--- config.mk ---
export PLATFORM = sky130hd
export DESIGN_NAME = rd_burst_scheduler_flat
export DESIGN_NICKNAME = d
export VERILOG_FILES = /design/src/rtl/rd_burst_scheduler_if.sv /design/src/rtl/rd_burst_scheduler.sv /design/src/flat_wrapper.sv
export SDC_FILE = /design/constraint.sdc
export NUM_CORES = 1
export LEC_CHECK = 0
export BUFFER_PORTS_ARGS = -buffer_cell sky130_fd_sc_hd__buf_4
export CAP_MARGIN = 40
export CORE_AREA = 2 2 164 166
export DETAILED_ROUTE_END_ITERATION = 10
export DIE_AREA = 0 0 166 168
export PLACE_DENSITY = 0.54
export SYNTH_ARGS = -nofsm -noshare
export SYNTH_HDL_FRONTEND = slang
export SYNTH_SLANG_ARGS = --single-unit
--- constraint.sdc ---
create_clock -name CLK -period 2.5 [get_ports CLK]
set_input_delay 0.125 -clock CLK [delete_from_list [all_inputs] [get_ports CLK]]
set_output_delay 0.125 -clock CLK [all_outputs]
set_load 0.05 [all_outputs]
--- src/rtl/rd_burst_scheduler_if.sv ---
// R-channel sharing bundle for rd_burst_scheduler: source-side payloads and
// handshakes, the muxed master-side R channel, AR throttle and status.
interface rd_burst_scheduler_if #(
    parameter int NUM_SRC = 4,
    parameter int DATA_W  = 79
);
    logic [NUM_SRC*DATA_W-1:0] DATA_IN;
    logic [NUM_SRC-1:0]        VALID_IN;
    logic [NUM_SRC-1:0]        READY_IN;
    logic [DATA_W-1:0]         DATA;
    logic                      VALID;
    logic                      READY;
    logic [NUM_SRC-1:0]        AR_FIRE;
    logic [NUM_SRC-1:0]        AR_BLOCK;
    logic [NUM_SRC-1:0]        GRANT;
    logic                      ERR;

    modport slave (
        input  DATA_IN, VALID_IN, READY, AR_FIRE,
        output READY_IN, DATA, VALID, AR_BLOCK, GRANT, ERR
    );

    modport master (
        output DATA_IN, VALID_IN, READY, AR_FIRE,
        input  READY_IN, DATA, VALID, AR_BLOCK, GRANT, ERR
    );
endinterface

--- src/rtl/rd_burst_scheduler.sv ---
// Round-robin, burst-locked R-channel scheduler with per-source outstanding
// read tracking. Define RD_BURST_SCHED_WDOG_EN to build the stall watchdog.
module rd_burst_scheduler #(
    parameter int NUM_SRC         = 4,
    parameter int DATA_W          = 79,
    parameter int MAX_OUTSTANDING = 8,
    parameter int CNT_W           = 4,
    parameter int WDOG_CYCLES     = 1024
) (
    input logic                 CLK,
    input logic                 RESETn,
    rd_burst_scheduler_if.slave bus
);
    localparam int IDX_W = (NUM_SRC > 1) ? $clog2(NUM_SRC) : 1;
    localparam logic [CNT_W-1:0] CNT_MAX = CNT_W'(MAX_OUTSTANDING);

    typedef enum logic {
        IDLE,
        LOCK
    } state_t;

    state_t             state;
    state_t             state_nxt;
    logic [NUM_SRC-1:0] grant;
    logic [NUM_SRC-1:0] grant_nxt;
    logic [IDX_W-1:0]   rr_ptr;
    logic [IDX_W-1:0]   rr_ptr_nxt;
    logic [CNT_W-1:0]   cnt [NUM_SRC];
    logic [CNT_W-1:0]   cnt_nxt [NUM_SRC];
    logic [NUM_SRC-1:0] ar_block;
    logic [NUM_SRC-1:0] ar_block_nxt;
    logic               err;
    logic               err_nxt;

    logic [DATA_W-1:0]  mux_data;
    logic               mux_valid;
    logic [NUM_SRC-1:0] mux_ready;
    logic               fire;
    logic               last_fire;
    logic [NUM_SRC-1:0] rlast_src;
    logic               win_found;
    logic [IDX_W-1:0]   win_idx;
    logic               wdog_trip;

    // Everything master-facing is steered purely by the registered grant
    always_comb begin
        mux_data  = '0;
        mux_valid = 1'b0;
        mux_ready = '0;
        for (int i = 0; i < NUM_SRC; i++) begin
            if (grant[i]) begin
                mux_data     = bus.DATA_IN[i*DATA_W +: DATA_W];
                mux_valid    = bus.VALID_IN[i];
                mux_ready[i] = bus.READY;
            end
        end
    end

    assign bus.DATA     = mux_data;
    assign bus.VALID    = mux_valid;
    assign bus.READY_IN = mux_ready;
    assign bus.GRANT    = grant;
    assign bus.AR_BLOCK = ar_block;
    assign bus.ERR      = err;

    assign fire      = mux_valid & bus.READY;
    assign last_fire = fire & mux_data[0];
    assign rlast_src = last_fire ? grant : '0;

    // First requester strictly after the last winner, wrapping around
    always_comb begin
        win_found = 1'b0;
        win_idx   = rr_ptr;
        for (int k = 1; k <= NUM_SRC; k++) begin
            if (!win_found &&
                bus.VALID_IN[(int'(rr_ptr) + k) % NUM_SRC]) begin
                win_found = 1'b1;
                win_idx   = IDX_W'((int'(rr_ptr) + k) % NUM_SRC);
            end
        end
    end

`ifdef RD_BURST_SCHED_WDOG_EN
    localparam int WD_W = $clog2(WDOG_CYCLES + 1);

    logic [WD_W-1:0] stall;

    always_ff @(posedge CLK or negedge RESETn) begin
        if (!RESETn) begin
            stall <= '0;
        end else if (state != LOCK || fire) begin
            stall <= '0;
        end else begin
            stall <= stall + WD_W'(1);
        end
    end

    // Trips on the WDOG_CYCLES-th consecutive LOCK cycle without a beat
    assign wdog_trip = (state == LOCK) && !fire &&
                       (stall == WD_W'(WDOG_CYCLES - 1));
`else
    assign wdog_trip = (WDOG_CYCLES < 0);
`endif

    always_comb begin
        state_nxt  = state;
        grant_nxt  = grant;
        rr_ptr_nxt = rr_ptr;
        unique case (state)
            IDLE: begin
                if (win_found) begin
                    state_nxt  = LOCK;
                    grant_nxt  = NUM_SRC'(1) << win_idx;
                    rr_ptr_nxt = win_idx;
                end
            end
            LOCK: begin
                // rr_ptr already names the locked source, so a watchdog
                // release naturally resumes the scan just past it
                if (last_fire || wdog_trip) begin
                    state_nxt = IDLE;
                    grant_nxt = '0;
                end
            end
        endcase
    end

    always_comb begin
        err_nxt = err | wdog_trip;
        for (int i = 0; i < NUM_SRC; i++) begin
            cnt_nxt[i] = cnt[i];
            if (bus.AR_FIRE[i] && !rlast_src[i]) begin
                if (cnt[i] == CNT_MAX) begin
                    err_nxt = 1'b1;
                end else begin
                    cnt_nxt[i] = cnt[i] + CNT_W'(1);
                end
            end else if (rlast_src[i] && !bus.AR_FIRE[i]) begin
                if (cnt[i] == '0) begin
                    err_nxt = 1'b1;
                end else begin
                    cnt_nxt[i] = cnt[i] - CNT_W'(1);
                end
            end
            ar_block_nxt[i] = (cnt_nxt[i] == CNT_MAX);
        end
    end

    always_ff @(posedge CLK or negedge RESETn) begin
        if (!RESETn) begin
            state    <= IDLE;
            grant    <= '0;
            rr_ptr   <= IDX_W'(NUM_SRC - 1);
            ar_block <= '0;
            err      <= 1'b0;
            for (int i = 0; i < NUM_SRC; i++) begin
                cnt[i] <= '0;
            end
        end else begin
            state    <= state_nxt;
            grant    <= grant_nxt;
            rr_ptr   <= rr_ptr_nxt;
            ar_block <= ar_block_nxt;
            err      <= err_nxt;
            for (int i = 0; i < NUM_SRC; i++) begin
                cnt[i] <= cnt_nxt[i];
            end
        end
    end
endmodule

--- src/flat_wrapper.sv ---
// flat-port wrapper written by rule: the top's interface ports become plain ports
module rd_burst_scheduler_flat 
#(
    parameter int NUM_SRC         = 4,
    parameter int DATA_W          = 79,
    parameter int MAX_OUTSTANDING = 8,
    parameter int CNT_W           = 4,
    parameter int WDOG_CYCLES     = 1024
)
  (CLK, RESETn, bus_DATA_IN, bus_VALID_IN, bus_READY, bus_AR_FIRE, bus_READY_IN, bus_DATA, bus_VALID, bus_AR_BLOCK, bus_GRANT, bus_ERR);
  rd_burst_scheduler_if #(.NUM_SRC(NUM_SRC), .DATA_W(DATA_W)) bus_i ();
  input logic CLK;
  input logic RESETn;
  input wire logic [$bits(bus_i.DATA_IN)-1:0] bus_DATA_IN;
  input wire logic [$bits(bus_i.VALID_IN)-1:0] bus_VALID_IN;
  input wire logic [$bits(bus_i.READY)-1:0] bus_READY;
  input wire logic [$bits(bus_i.AR_FIRE)-1:0] bus_AR_FIRE;
  output wire logic [$bits(bus_i.READY_IN)-1:0] bus_READY_IN;
  output wire logic [$bits(bus_i.DATA)-1:0] bus_DATA;
  output wire logic [$bits(bus_i.VALID)-1:0] bus_VALID;
  output wire logic [$bits(bus_i.AR_BLOCK)-1:0] bus_AR_BLOCK;
  output wire logic [$bits(bus_i.GRANT)-1:0] bus_GRANT;
  output wire logic [$bits(bus_i.ERR)-1:0] bus_ERR;
  assign bus_i.DATA_IN = bus_DATA_IN;
  assign bus_i.VALID_IN = bus_VALID_IN;
  assign bus_i.READY = bus_READY;
  assign bus_i.AR_FIRE = bus_AR_FIRE;
  assign bus_READY_IN = bus_i.READY_IN;
  assign bus_DATA = bus_i.DATA;
  assign bus_VALID = bus_i.VALID;
  assign bus_AR_BLOCK = bus_i.AR_BLOCK;
  assign bus_GRANT = bus_i.GRANT;
  assign bus_ERR = bus_i.ERR;
  rd_burst_scheduler #(.NUM_SRC(NUM_SRC), .DATA_W(DATA_W), .MAX_OUTSTANDING(MAX_OUTSTANDING), .CNT_W(CNT_W), .WDOG_CYCLES(WDOG_CYCLES)) u_core (.CLK(CLK), .RESETn(RESETn), .bus(bus_i));
endmodule
; After elaboration in Yosys (flattened, before gate mapping)
; Index checks and enable logic that the tools add are counted.
[word_totals]
regBits = 28
elab_cells = 146
[op_classes]
n_bitwise = 7
n_eq_ne = 10
shifts = 1
add_sub_neg = 12
mux = 71
n_lt_le_gt_ge = 4
reduce_logical = 32
[op_table]
columns = op, count
row1 = 2-to-1 mux 79 bit, 4
row2 = 2-to-1 mux 4 bit, 19
row3 = 2-to-1 mux 1 bit, 38
row4 = "equality test 4 bit, second input constant", 8
row5 = "adder 4 x 1 -> 4 bit, second input constant", 4
row6 = zero test 4 bit, 4
row7 = "< comparator 3 x 4 -> 1 bit, second input constant", 4
row8 = "subtractor 4 x 1 -> 4 bit, second input constant", 4
row9 = logical AND 1 bit, 11
row10 = zero test 1 bit, 11
row11 = binary-select mux 1 bit (select 2 bit), 4
row12 = 2-to-1 mux 2 bit, 4
row13 = case mux 4 bit (2 select lines), 1
row14 = OR reduction 2 bit, 4
row15 = "adder 2 x 1 -> 2 bit, second input constant", 2
row16 = "adder 2 bit, second input constant", 2
row17 = "AND 1 bit, first input constant", 4
row18 = AND reduction 2 bit, 2
row19 = "<< shifter 1 x 2 -> 4 bit, first input constant", 1
row20 = AND 1 bit, 2
row21 = "inequality test 2 x 1 -> 1 bit, second input constant", 1
row22 = "inequality test 2 bit, second input constant", 1
row23 = case mux 1 bit (2 select lines), 1
row24 = NOT 1 bit, 1

; Longest topological paths before layout
; Gate-level depths: netlist of the first run.
[depth]
word_depth = 19
ltp_mapped = 8
depth_no_buf = 8

; Least setup slack after synthesis of the first run
; Ideal clock, no wire load.
[synth_path]
path_kind = register to output
start = register u_core.grant[0] (netlist: u_core.bus.GRANT[0])
end = output bus_DATA[69]
t_arrival_ps = 2954
stages_incl_launch_ff = 9
slack_ps = -579
cell_sequence = dfrtp_1 > nor2b_1 > clkbuf_1 > clkbuf_1 > buf_1 > a22oi_1 > nor2_1 > a21oi_1 > o21ai_0
[synth_via]
elab_chain_cells = 4
[synth_rtl]
columns = item, line
row1 = from (decl), rd_burst_scheduler.sv:24  ; logic [NUM_SRC-1:0] grant;
row2 = from (signal assigned), rd_burst_scheduler.sv:161  ; grant <= grant_nxt;
row3 = 2-to-1 mux 79 bit (4 in a row), rd_burst_scheduler.sv:51  ; if (grant[i]) begin
row4 = to (decl), flat_wrapper.sv:19  ; output wire logic [$bits(bus_i.DATA)-1:0] bus_DATA;
; No other way between the ends.

==> results.py, run 1 <==
metrics = {
    "route": {
        "wl_mm": 24.6,
        "drcViolationCount": 0,
        "num_vias": 6471,
        "firstDrtPassIters": 5,
        "wl_per_cell_um": 17.6,
        "ant_nets": 0,
        "viasPerCell": 4.63,
        "drt-initial-drc-count": 348,
    },
    "run": {
        "drv_cap": 0,
    },
    "worst_setup_path": {
        "required_ns": 2.67,
        "criticalPathCategory": "reg -> reg",
        "slowest_delay_ns": 0.55,
        "crit_path_end_kind": "flip-flop",
        "startpoint_type": "flip-flop",
        "reg2regPathDepth": 6,
        "crit_chain": "or3b_4 -> o2111a_1 -> a31oi_1 -> mux2i_1 -> o221ai_1 -> nor4b_2",
        "critPathMaxFanout": 9,
        "slowest_stage": "dfrtp_4",
        "crit_arrival_ns": 2.51,
    },
    "logic_synthesis": {
        "synthesis.nets": 1023,
        "yosys.area_share.simple": 0.278,
        "synth-xor-area-share": 0.00817,
        "synthFlopType": "dfrtp_1",
        "syn_inst": 688,
        "ys_ff_latch": 28,
        "syn_avg_cell_area_um2": 6.24,
        "synth_edf_count": 0,
        "syn_area_mm2": 0.00429,
        "ys_async_sr_fraction": 1.00,
        "synthMuxAreaShare": 0.0335,
        "synth_most_common_cell": "nand2_1",
        "synth_top_family_by_area": "compound AO/OA/AOI/OAI gates",
        "yosysWarningCount": 0,
        "synth-compound-area-share": 0.416,
        "ys_top_cells_by_count": "nand2_1, nor2_1, a21oi_1",
        "synth_top_area_frac": 0.152,
        "yosysSeqAreaShare": 0.164,
        "synth_adder_area_share": 0.0233,
        "synth.area.top_cells": "dfrtp_1, a22oi_1, a21oi_1",
        "yosys.area.top_type": "dfrtp_1",
        "synth_cell_types": 58,
    },
    "clock_network": {
        "clock_latency_ns": 0.27,
        "numCtsBuffers": 3,
        "clock_sinks": 28,
        "cts_tree": "yes",
        "htree_levels": 1,
        "cts_max_path_buffers": 2,
        "cts_root_buffer": "clkbuf_16",
        "clk_pin_slew_ns": 0.08,
    },
    "global_route": {
        "grt_max_degree": 159,
        "antenna_found_initial": 6,
        "grt_pass1_wl_mm": 36.0,
        "grt_pass1_vias": 6120,
        "gr-total-overflow": 0,
        "grt_util_all_layers": 0.163,
    },
    "sta": {
        "max_freq_ghz": 0.428,
        "finClkSkew_ns": 0.00613,
        "slew_headroom": 0.453,
        "slew_viol_final": 0,
        "hold_viol": 0,
        "worst-slew-pin-transition_ns": 0.820,
        "holdWs_ns": 0.255,
        "post-route-period-util": 0.935,
        "rsz0062_at_grt": "false",
        "period_needed_ns": 2.34,
        "finalSetupViolCount": 0,
        "final.setup.worst_slack_ns": 0.164,
    },
    "min_path": {
        "holdPathStages": 3,
        "min_path_type": "in -> reg",
    },
    "pwr": {
        "cellPowerDensity_mw_per_mm2": 1500,
        "peakVddDrop_mv": 1.16,
        "p_leak_nw": 3.73,
    },
    "floorplan": {
        "num_io_pins": 420,
        "dieArea_mm2": 0.0279,
        "core_area_mm2": 0.0264,
        "dieWidth_um": 166,
        "start_util": 0.163,
        "rows": 60,
        "die_height_um": 168,
    },
    "cells_and_area": {
        "syn_to_final_growth_pct": 85.5,
        "fillers": 2913,
        "nNetsFinal": 1392,
        "final_cells": 1399,
        "drive_above_1_share": 0.449,
        "final_util": 0.302,
        "fin_area_mm2": 0.00796,
    },
    "place": {
        "dp.cells": 1392,
        "dp_hpwl_mm": 19.7,
        "place_congestion": 0.825,
        "dp_slack_ns": 0.176,
        "placed_area_mm2": 0.00782,
        "port-buffer-count": 419,
    },
    "outcome": {
        "outcome": "finished clean",
    },
}
[path summary, 6_finish.rpt]
path                                     endpoint  slack [ns]                 from
setup / recovery           u_core.bus.AR_BLOCK[1]        0.16  u_core.bus.GRANT[3]
hold / removal                      u_core.cnt[9]        0.25       bus_AR_FIRE[1]
setup reg to reg           u_core.bus.AR_BLOCK[1]        0.16  u_core.bus.GRANT[3]
hold reg to reg                      u_core.state        0.51         u_core.state
max in group asynchronous        u_core.rr_ptr[0]        1.86               RESETn
min in group asynchronous          u_core.bus.ERR        0.32               RESETn
[cell type report]
cell class | count | area [um^2] | share of cell area
timing repair buffer | 428 | 3270 | 0.411
inverter | 19 | 71.3 | 0.00896
clock inverter | 1 | 30.0 | 0.00377
multi-input combinational | 577 | 3360 | 0.423
sequential | 28 | 716 | 0.0899
clock buffer | 3 | 75.1 | 0.00943
tap | 341 | 427 | 0.0536
antenna | 2 | 5.00 | 0.000629
[cells by family (layout without fill, tap and decap cells)]
logic type / count (synthesis) / count (layout)
flops: 28 / 28
compound gates: 293 / 293
other cells: 0 / 2
buf+inv: 83 / 451
simple gates: 258 / 258
mux: 14 / 14
xor+xnor: 4 / 4
fa+ha+maj: 8 / 8
[metrics by stage]
step	power [mW]	setup TNS, ns
6_report	12.0	0
5_1_grt	12.8	0
4_1_cts	12.1	0
3_5_place_dp	11.5	0
3_3_place_gp	11.5	0
2_1_floorplan	8.31	-0.242
[critical path, delay by kind of cell, from the launching register on]
kind / cells / cell delay [ns]
AND/OR/NAND/NOR: 2 / 0.77
AO/OA/AOI/OAI: 3 / 0.69
flip-flops: 1 / 0.55
multiplexers: 1 / 0.23
[cell usage in the layout (no fill, tap or decap), types with 9 or more instances in the layout]
master     n
nor2_1    91
a22oi_1   80
nand2_1   94
o21ai_1   60
inv_1     19
buf_4    422
o21ai_0   10
and2_1     9
a21oi_1   89
mux2i_1   11
o21ai_2   19
dfrtp_1   22
nand3_1    9
[state kept, by name (all words and copies together) (netlist names)]
signal and flops:
u_core.rr_ptr 2, u_core.bus.AR_BLOCK 4, u_core.state 1, u_core.cnt 16, u_core.bus.GRANT 4, u_core.bus.ERR 1
[report_power, final]
part | internal (mW) | switching (mW)
registers | 0.690 | 0.337
logic | 3.27 | 7.19
clock network | 0.319 | 0.165
[metal layers]
layer / global-route usage / part of all wire
met1: 0.224 / 0.44
met2: 0.269 / 0.47
met3: 0.0418 / 0.086
met4: 0.0129 / 0.0066
met5: 0 / 0.0015
[what timing repair did]
item | CTS | global route
buffers inserted | 0 | 0
gates resized for setup | 0 | 3
setup endpoints to repair | 0 | 3
endpoints found under the hold margin | 26 | 0
hold buffers | 1 | 0
Note: power is estimated with default switching activity, not from simulation.
==> run 2: changes to the inputs <==
--- a/config.mk
+++ b/config.mk
@@ -10,7 +10,7 @@
 export CORE_AREA = 2 2 164 166
 export DETAILED_ROUTE_END_ITERATION = 10
 export DIE_AREA = 0 0 166 168
-export PLACE_DENSITY = 0.54
+export PLACE_DENSITY_LB_ADDON = 0.15
 export SYNTH_ARGS = -nofsm -noshare
 export SYNTH_HDL_FRONTEND = slang
 export SYNTH_SLANG_ARGS = --single-unit
==> run 2 against run 1 <==
Effect of this change: critical path depth is the same; hold slack lost 0.016 ns; utilization grew 0.13 points; via count grew 0.43%; sequential share of layout area is essentially flat; die area is the same; register-to-register slack gained 0.09 ns; clock skew grew 0.0013 ns; global-route usage grew 0.46 points; non-clock buffer count grew 6; fmax grew 2.7%; largest cell class unchanged; largest power group unchanged.
==> results.py, run 2 (synthesized netlist as in run 1, its figures left out) <==
metrics = {
    "outcome": {
        "outcome": "finished clean",
    },
    "worst_setup_path": {
        "crit_cells": 6,
        "crit_path_start": "u_core.bus.GRANT[2]",
        "cpMostUsedCell": "buf_4",
        "crit_path_end_kind": "output port",
        "required_ns": 2.38,
        "slowest_stage": "dfrtp_4",
        "slowest_delay_ns": 0.47,
        "startpoint_type": "flip-flop",
        "cp_num_buf_inv": 3,
        "crit_chain": "buf_4 -> buf_4 -> nor2_1 -> a21oi_1 -> o21ai_2 -> buf_4",
        "reg2reg_slack_ns": 0.25,
        "r2r-end": "u_core.bus.AR_BLOCK[2]",
        "critPathMaxFanout": 46,
        "reg2reg_from": "u_core.bus.GRANT[1]",
        "crit_arrival_ns": 2.15,
        "endpoint": "bus_DATA[75]",
        "criticalPathCategory": "reg -> out",
        "crit_family": "buffers and inverters",
        "reg2regPathDepth": 7,
    },
    "route": {
        "drt-initial-drc-count": 310,
        "viasPerCell": 4.62,
        "drcViolationCount": 0,
        "num_vias": 6499,
        "firstDrtPassIters": 5,
        "wl_mm": 25.1,
        "wl_per_cell_um": 17.9,
        "ant_nets": 0,
    },
    "clock_network": {
        "cts_max_path_buffers": 2,
        "cts_root_buffer": "clkbuf_16",
        "htree_levels": 1,
        "post_cts_buffers": 0,
        "numCtsBuffers": 3,
        "clock_latency_ns": 0.27,
        "clk_pin_slew_ns": 0.08,
        "cts_tree": "yes",
        "clock_sinks": 28,
    },
    "cells_and_area": {
        "drive_above_1_share": 0.451,
        "syn_to_final_growth_pct": 86.3,
        "top_register": "u_core.cnt",
        "mostFrequentLayoutCells": "buf_4, nand2_1, nor2_1",
        "nNetsFinal": 1398,
        "final_util": 0.303,
        "largest_register_ffs": 16,
        "final_common_cell": "buf_4",
    },
    "place": {
        "port-buffer-count": 419,
        "place_congestion": 0.827,
        "dp_slack_ns": 0.174,
        "dp_hpwl_mm": 20.5,
    },
    "sta": {
        "post-route-period-util": 0.910,
        "worst-slew-pin-transition_ns": 0.824,
        "finClkSkew_ns": 0.00744,
        "max_freq_ghz": 0.440,
        "hold_viol": 0,
        "setup_tns_ns": 0,
        "rsz0062_at_grt": "false",
        "final.setup.worst_slack_ns": 0.225,
        "period_needed_ns": 2.27,
        "slew_viol_final": 0,
        "slew_headroom": 0.451,
        "finalSetupViolCount": 0,
    },
    "global_route": {
        "antenna_found_initial": 6,
        "grt_use_met3": 0.0487,
        "grtUsageMet1": 0.209,
        "grt.busiest_layer": "met2",
        "grt_pass1_wl_mm": 36.8,
        "grt_util_all_layers": 0.168,
        "grt_pass1_vias": 6175,
        "grt_max_degree": 79,
        "grt_util_met2": 0.290,
        "gr-total-overflow": 0,
    },
    "floorplan": {
        "dieWidth_um": 166,
        "dieArea_mm2": 0.0279,
        "num_io_pins": 420,
        "core_area_mm2": 0.0264,
        "die_height_um": 168,
        "start_util": 0.163,
        "rows": 60,
    },
    "pwr": {
        "p_leak_nw": 3.76,
        "peakVddDrop_mv": 0.999,
        "cellPowerDensity_mw_per_mm2": 1500,
    },
    "run": {
        "drv_cap": 0,
    },
    "min_path": {
        "min_path_type": "in -> reg",
    },
}
-- run 2: cell count changes in the layout (fill, tap and decap cells not counted) --
cell / before / now
diode_2: 2 / 3
buf_4: 422 / 430
buf_16: 0 / 1
buf_6: 1 / 0
buf_12: 4 / 2
a21oi_2: 1 / 0
a21oi_1: 89 / 90
-- run 2: worst min-delay path by stage --
stage                             end            from  depth (start not counted)  slack, ns
6_report               u_core.cnt[10]  bus_AR_FIRE[1]                          2       0.24
5_1_grt                u_core.cnt[10]  bus_AR_FIRE[1]                          2       0.26
4_1_cts                u_core.cnt[10]  bus_AR_FIRE[1]                          2       0.24
3_5_place_dp           u_core.cnt[12]          RESETn                          1       0.09
3_3_place_gp      u_core.bus.GRANT[2]          RESETn                          1       0.09
2_1_floorplan  u_core.bus.AR_BLOCK[0]          RESETn                          0      -0.17
-- run 2: layer usage --
layer | routed length [um] | up-vias
met5 | 45 | -
met4 | 369 | 8
met3 | 1940 | 28
met2 | 12400 | 275
met1 | 10400 | 2945
li1 | - | 3243
-- run 2: final cells by class --
| cell class | instances | area (um^2) |
|---|---|---|
| well taps | 341 | 427 |
| clock buffers | 3 | 75.1 |
| multi-input cells | 577 | 3360 |
| clock inverters | 1 | 30.0 |
| flip-flops and latches | 28 | 716 |
| repair buffers | 434 | 3310 |
| fillers | 2945 | 18400 |
| diodes | 3 | 7.51 |
| inverters | 19 | 71.3 |
-- run 2: what timing repair did --
action | CTS | global route
endpoints found under the setup margin | 0 | 1
endpoints found under the hold margin | 26 | 0
hold buffers | 1 | 0
gates resized for setup | 0 | 1
-- run 2: report_power, final --
group | internal [mW] | switching, mW
clock network | 0.320 | 0.166
logic | 3.32 | 7.21
registers | 0.690 | 0.324
total | 4.33 | 7.70
-- run 2: through the flow --
| step | power, mW | area, um^2 | hold WS [ns] | std cells |
|---|---|---|---|---|
| after CTS | 12.1 | 7980 | 0.236 | 1403 |
| after global routing | 12.9 | 7990 | 0.265 | 1405 |
| after global placement | 11.6 | 7830 | 0.0912 | 1397 |
| after floorplan | 8.31 | 4390 | -0.171 | 688 |
| final | 12.0 | 7990 | 0.239 | 1406 |
| after detailed placement | 11.6 | 7860 | 0.0892 | 1398 |
